`config.mk`:
```
export PLATFORM = sky130hd
export DESIGN_NAME = hack_boot_loader
export DESIGN_NICKNAME = d
export VERILOG_FILES = /design/src/rtl/hack_boot_pkg.sv /design/src/rtl/boot_timeout_timer.sv /design/src/rtl/hack_boot_loader.sv
export SDC_FILE = /design/constraint.sdc
export NUM_CORES = 1
export LEC_CHECK = 0
export ABC_AREA = 1
export CAP_MARGIN = 0
export CELL_PAD_IN_SITES_DETAIL_PLACEMENT = 2
export CELL_PAD_IN_SITES_GLOBAL_PLACEMENT = 2
export CORE_MARGIN = 2
export CORE_UTILIZATION = 37
export DETAILED_ROUTE_END_ITERATION = 10
export MAX_ROUTING_LAYER = met4
export PLACE_DENSITY_LB_ADDON = 0.1
export SETUP_SLACK_MARGIN = 0.1
export SLEW_MARGIN = 20
export SYNTH_ARGS = -nofsm -noshare
export SYNTH_HDL_FRONTEND = slang
export SYNTH_SLANG_ARGS = --single-unit
```
`constraint.sdc`:
```
create_clock -name clk -period 7.5 [get_ports clk]
set_clock_uncertainty 0.2 [all_clocks]
set_input_delay 1.5 -clock clk [delete_from_list [all_inputs] [get_ports clk]]
set_output_delay 1.5 -clock clk [all_outputs]
set_load 0.01 [all_outputs]
```
`src/rtl/hack_boot_pkg.sv`:
```
// rtl/hack_boot_pkg.sv - shared states and constants for the Hack boot loader
package hack_boot_pkg;

    typedef enum logic [2:0] {
        WAIT_SYNC,
        LEN_HI,
        LEN_LO,
        DATA_HI,
        DATA_LO,
        CHECK,
        RUN,
        ERROR
    } boot_state_e;

    localparam logic [7:0] SYNC_BYTE   = 8'hA5;

    localparam logic [1:0] ERR_NONE    = 2'b00;
    localparam logic [1:0] ERR_TIMEOUT = 2'b01;
    localparam logic [1:0] ERR_LEN     = 2'b10;
    localparam logic [1:0] ERR_CSUM    = 2'b11;

endpackage

```
`src/rtl/boot_timeout_timer.sv`:
```
// rtl/boot_timeout_timer.sv - inter-byte idle timer, expires after TIMEOUT_CYC enabled cycles
module boot_timeout_timer #(
    parameter int TIMEOUT_CYC = 25000000
) (
    input  logic clk,
    input  logic rst,
    input  logic clear,
    input  logic enable,
    output logic expired
);

    localparam int              CNT_W = (TIMEOUT_CYC > 2) ? $clog2(TIMEOUT_CYC) : 1;
    localparam logic [CNT_W-1:0] LAST = CNT_W'(TIMEOUT_CYC - 1);

    logic [CNT_W-1:0] cnt_q;
    logic [CNT_W-1:0] cnt_d;

    // Saturates at LAST so an idle state never wraps back to a fresh window.
    always_comb begin
        cnt_d = cnt_q;
        if (clear) begin
            cnt_d = '0;
        end else if (enable && (cnt_q != LAST)) begin
            cnt_d = cnt_q + 1'b1;
        end
    end

    assign expired = enable && !clear && (cnt_q == LAST);

    always_ff @(posedge clk or posedge rst) begin
        if (rst) begin
            cnt_q <= '0;
        end else begin
            cnt_q <= cnt_d;
        end
    end

endmodule

```
`src/rtl/hack_boot_loader.sv`:
```
// rtl/hack_boot_loader.sv - UART-fed program loader that holds the Hack CPU in reset until its RAM is filled
// Optional trailing XOR checksum byte enabled by HACK_BOOT_CHECKSUM_EN.
module hack_boot_loader
    import hack_boot_pkg::*;
#(
    parameter int ADDR_W      = 15,
    parameter int DEPTH       = 32768,
    parameter int TIMEOUT_CYC = 25000000
) (
    input  logic              clk,
    input  logic              reset,
    input  logic              rx_valid,
    input  logic [7:0]        rx_data,
    output logic              rom_we,
    output logic [ADDR_W-1:0] rom_addr,
    output logic [15:0]       rom_wdata,
    output logic              cpu_reset,
    output logic              boot_done,
    output logic [1:0]        boot_err
);

`ifdef HACK_BOOT_CHECKSUM_EN
    localparam boot_state_e AFTER_DATA = CHECK;
`else
    localparam boot_state_e AFTER_DATA = RUN;
`endif

    boot_state_e       state_q, state_d;
    logic [7:0]        len_hi_q, len_hi_d;
    logic [15:0]       len_q, len_d;
    logic [15:0]       idx_q, idx_d;
    logic [7:0]        hi_q, hi_d;
    logic              rom_we_q, rom_we_d;
    logic [ADDR_W-1:0] rom_addr_q, rom_addr_d;
    logic [15:0]       rom_wdata_q, rom_wdata_d;
    logic              cpu_reset_q, cpu_reset_d;
    logic              boot_done_q, boot_done_d;
    logic [1:0]        err_q, err_d;
`ifdef HACK_BOOT_CHECKSUM_EN
    logic [7:0]        csum_q, csum_d;
`endif

    logic tmo_enable;
    logic tmo_expired;

    assign tmo_enable = (state_q == LEN_HI) || (state_q == LEN_LO) || (state_q == DATA_HI) ||
                        (state_q == DATA_LO) || (state_q == CHECK);

    boot_timeout_timer #(
        .TIMEOUT_CYC(TIMEOUT_CYC)
    ) u_timer (
        .clk    (clk),
        .rst    (reset),
        .clear  (rx_valid),
        .enable (tmo_enable),
        .expired(tmo_expired)
    );

    always_comb begin
        state_d     = state_q;
        len_hi_d    = len_hi_q;
        len_d       = len_q;
        idx_d       = idx_q;
        hi_d        = hi_q;
        rom_we_d    = 1'b0;
        rom_addr_d  = rom_addr_q;
        rom_wdata_d = rom_wdata_q;
        err_d       = err_q;
`ifdef HACK_BOOT_CHECKSUM_EN
        csum_d      = csum_q;
`endif
        // One cycle behind the state so the last RAM write always lands before release.
        cpu_reset_d = (state_q != RUN);
        boot_done_d = (state_q == RUN);

        if (rx_valid) begin
            case (state_q)
                WAIT_SYNC, ERROR: begin
                    if (rx_data == SYNC_BYTE) begin
                        state_d = LEN_HI;
                        err_d   = ERR_NONE;
`ifdef HACK_BOOT_CHECKSUM_EN
                        csum_d  = '0;
`endif
                    end
                end
                LEN_HI: begin
                    len_hi_d = rx_data;
                    state_d  = LEN_LO;
                end
                LEN_LO: begin
                    len_d = {len_hi_q, rx_data};
                    idx_d = '0;
                    if (32'({len_hi_q, rx_data}) > DEPTH) begin
                        state_d = ERROR;
                        err_d   = ERR_LEN;
                    end else if ({len_hi_q, rx_data} == 16'd0) begin
                        state_d = AFTER_DATA;
                    end else begin
                        state_d = DATA_HI;
                    end
                end
                DATA_HI: begin
                    hi_d    = rx_data;
                    state_d = DATA_LO;
`ifdef HACK_BOOT_CHECKSUM_EN
                    csum_d  = csum_q ^ rx_data;
`endif
                end
                DATA_LO: begin
                    rom_we_d    = 1'b1;
                    rom_addr_d  = idx_q[ADDR_W-1:0];
                    rom_wdata_d = {hi_q, rx_data};
                    idx_d       = idx_q + 16'd1;
                    state_d     = (idx_q == len_q - 16'd1) ? AFTER_DATA : DATA_HI;
`ifdef HACK_BOOT_CHECKSUM_EN
                    csum_d      = csum_q ^ rx_data;
`endif
                end
`ifdef HACK_BOOT_CHECKSUM_EN
                CHECK: begin
                    if (rx_data == csum_q) begin
                        state_d = RUN;
                    end else begin
                        state_d = ERROR;
                        err_d   = ERR_CSUM;
                    end
                end
`endif
                default: ;
            endcase
        end else if (tmo_expired) begin
            state_d = ERROR;
            err_d   = ERR_TIMEOUT;
        end
    end

    always_ff @(posedge clk or posedge reset) begin
        if (reset) begin
            state_q     <= WAIT_SYNC;
            len_hi_q    <= '0;
            len_q       <= '0;
            idx_q       <= '0;
            hi_q        <= '0;
            rom_we_q    <= 1'b0;
            rom_addr_q  <= '0;
            rom_wdata_q <= '0;
            cpu_reset_q <= 1'b1;
            boot_done_q <= 1'b0;
            err_q       <= ERR_NONE;
`ifdef HACK_BOOT_CHECKSUM_EN
            csum_q      <= '0;
`endif
        end else begin
            state_q     <= state_d;
            len_hi_q    <= len_hi_d;
            len_q       <= len_d;
            idx_q       <= idx_d;
            hi_q        <= hi_d;
            rom_we_q    <= rom_we_d;
            rom_addr_q  <= rom_addr_d;
            rom_wdata_q <= rom_wdata_d;
            cpu_reset_q <= cpu_reset_d;
            boot_done_q <= boot_done_d;
            err_q       <= err_d;
`ifdef HACK_BOOT_CHECKSUM_EN
            csum_q      <= csum_d;
`endif
        end
    end

    assign rom_we    = rom_we_q;
    assign rom_addr  = rom_addr_q;
    assign rom_wdata = rom_wdata_q;
    assign cpu_reset = cpu_reset_q;
    assign boot_done = boot_done_q;
    assign boot_err  = err_q;

endmodule

```
==> results.cfg <==
[cts]
cts_tree = done
clk_path_buf_depth = 2
cts_max_level = 3
clk-insertion-delay-late_ns = 0.37
clkSinkCount = 112
clk_pin_slew_worst_paths_ns = 0.08
cts_setup_buffers = 0
cts_root_buffer = clkbuf_16
cts-hold-fix-buffers = 0
cts_resized = 0
cts_made_buffers = 9

[power_and_ir_drop]
peakVddDrop_mv = 0.131
p_per_area_mw_per_mm2 = 350
p_sw_mw = 1.08
combinationalPowerShare_pct = 40.8
internal_power_mw = 1.38
swShare_pct = 43.9
seq_power_share_pct = 39.1
power_leakage_nw = 3.28
clock_power_share_pct = 20.1

[global_route]
antenna_found_initial = 0
grt_overflow_total = 0
grt_start_max_net_pins = 72
grt_util_all_layers_pct = 26.8
grt_pass1_vias = 6330
grt_pass1_wl_um = 35700

[timing]
min_period_over_period_pct = 55.1
rsz0062_at_grt = no
setup_slack_ns = 3.37
timing.hold.ws_ns = 0.285
finalHoldViolCount = 0
min_period_ns = 4.13
tns_ns = 0
finalMaxSlewViolations = 0
slew_headroom_pct = 36.1
clock.fmax_mhz = 242
setup_viol_count_final = 0
worst_pin_slew_ns = 0.958

[cells_and_area]
nets = 868
most-common-layout-cells = nand2_1 (249), dfrtp_1 (111), inv_1 (81)
layout-drive-gt1-share_pct = 6.52
utilization_pct = 43.9
post-route-cell-area_mm2 = 0.00702
syn_to_final_growth_pct = 15.1
antenna_cells = 0
layout_commonest_cell = nand2_1
nFillCells = 1902

[critical_path]
path_delay_family = simple AND/OR/NAND/NOR gates
path_buf_inv = 2
cp.required_ns = 7.59
r2r-start = u_timer.cnt_q[0]
cp_slowest_stage_delay_ns = 1.07
crit_chain = clkdlybuf4s50_1 > nand2_2 > nand2_4 > inv_2 > nor3_2 > nand2_1 > nor2_2 > o21ai_1 > a21oi_1
crit_start = rx_valid
critPathKind = in -> reg
cp-end-kind = register
arrival_ns = 4.22
path_max_fanout = 33
worst_setup_path_start_kind = input port
crit_slowest_cell = clkdlybuf4s50_1

[drt]
drt_wl_total_um = 22000
firstDrtPassIters = 5
wl_per_cell_um = 20.5
first_iter_violations = 276
drc_errors = 0
vias_per_cell = 5.34
ant_nets = 0
vias = 5742

[placement]
pre_cts_ws_ns = 3.04
port_buffers = 46
gp_congestion = 0.852
dp_hpwl_um = 16400
placed_cell_area_mm2 = 0.00672

[synth]
synth_area_mm2 = 0.00610
syn_nets = 833
synthCells = 819
ys_warn_count = 0
yosysUniqueCellTypes = 40
syn_area_per_cell_um2 = 7.44
ys_ff_latch = 112
ys_seq_area_share_pct = 46.0

[floorplan]
io_pins = 47
start_util_pct = 38.1
die_w_um = 132
die_h_um = 132
coreArea_mm2 = 0.0160
die_area_mm2 = 0.0175
placementRows = 46

[outcome]
outcome = finished clean

[worst_hold_path]
min_path_type = reg -> reg
worstHoldStart = hi_q[1]

[flow_run]
max_cap_violations = 0
state kept, by name, summed over array words and instances, names as in the netlist:
signal	flops
rom_wdata	16
cpu_reset	1
hi_q	8
rom_we	1
idx_q	16
rom_addr	15
u_timer.cnt_q	25
len_q	16
state_q	3
boot_err	2
boot_done	1
len_hi_q	8
worst register-to-register path: stages (launching register included):
cell and delay [ns]:
dfrtp_1 0.38, ha_1 0.18, nand3_1 0.26, nor2_2 0.32, nand4_1 0.28, nand2_2 0.42, nand2_2 0.32, nand2_1 0.17
o21ai_0 0.11
cells by family (layout without fill, tap and decap cells):
| logic type | count (synthesis) | count (layout) | synth area share, % |
|---|---|---|---|
| XOR/XNOR | 20 | 20 | 3.10 |
| buffers and inverters | 117 | 157 | 7.74 |
| adder cells (fa/ha/maj) | 3 | 3 | 0.616 |
| AND/OR/NAND/NOR | 456 | 456 | 33.1 |
| AO/OA/AOI/OAI | 111 | 111 | 9.44 |
| flip-flops | 112 | 112 | 46.0 |
path summary, 6_finish.rpt:
| kind | endpoint | slack (ns) | depth (start not counted) |
|---|---|---|---|
| max | idx_q[12] | 3.37 | 9 |
| min | rom_wdata[9] | 0.28 | 2 |
| max reg2reg | u_timer.cnt_q[14] | 4.72 | 8 |
| min reg2reg | rom_wdata[9] | 0.28 | 2 |
| max in group asynchronous | idx_q[8] | 4.43 | 3 |
| min in group asynchronous | hi_q[1] | 1.32 | 2 |
metrics by stage:
stage	cells	total power [mW]
3_5_place_dp	1059	1.97
5_1_grt	1075	2.64
2_1_floorplan	819	1.57
6_report	1075	2.45
4_1_cts	1075	2.48
3_3_place_gp	1059	1.89
power by group through the flow:
stage                     Combinational, mW  Clock (mW)  Sequential [mW]
after CTS                              1.01       0.504            0.958
after detailed placement               1.00           0            0.964
after global routing                   1.13       0.524            0.980
after global placement                0.940           0            0.952
after floorplan                       0.639           0            0.928
final                                  1.00       0.494            0.959
cells in the mapped netlist:
master      n  area [µm²]
nand2_1   249         935
buf_6       3        33.8
nand2_4     2        22.5
nand3_2     1        10.0
and2_1      1        6.26
dfrtp_1   111        2780
buf_4       1        7.51
buf_2       4        20.0
inv_2      12        45.0
nand3_1    44         220
nand2_2     5        31.3
inv_1      82         308
a221oi_1    1        8.76
o21ai_1     8        40.0
xor2_1     12         105
nor2_4      2        22.5
nor3_1     26         130
o31ai_1     3        22.5
a21oi_1    18        90.1
nand4_2     1        12.5
nand3b_1    8        60.1
ha_1        3        37.5
nor2_2      8        50.1
nand4_1    19         119
a31oi_1     2        12.5
nor4_1     10        62.6
clkbuf_1   13        48.8
o22ai_1     1        6.26
o21a_1      1        7.51
nor3_2      4        40.0
xnor2_1     7        61.3
nor3b_1     2        15.0
o21ai_0    76         380
buf_1       1        3.75
nor2_1     72         270
a22oi_1     1        7.51
clkbuf_2    1        5.00
dfstp_2     1        26.3
xnor3_1     1        22.5
or2_2       2        12.5
area by class of cell:
class                      instances  area [µm²]  share of cell area, %
sequential                       112        2800                   40.0
inverter                          94         355                   5.06
timing repair buffer              47         468                   6.67
multi-input combinational        590        2820                   40.2
clock inverter                     7        72.6                   1.03
tap                              216         270                   3.85
clock buffer                       9         225                   3.21
routing by layer:
layer	part of all wire, %	up-vias	global-route usage, %
met2	47	78	40.9
met3	3.0	29	3.08
met4	2.0	0	8.12
met5	0	-	-
met1	48	2930	37.6
li1	-	2705	-
Power figures use the tool's default switching activity.
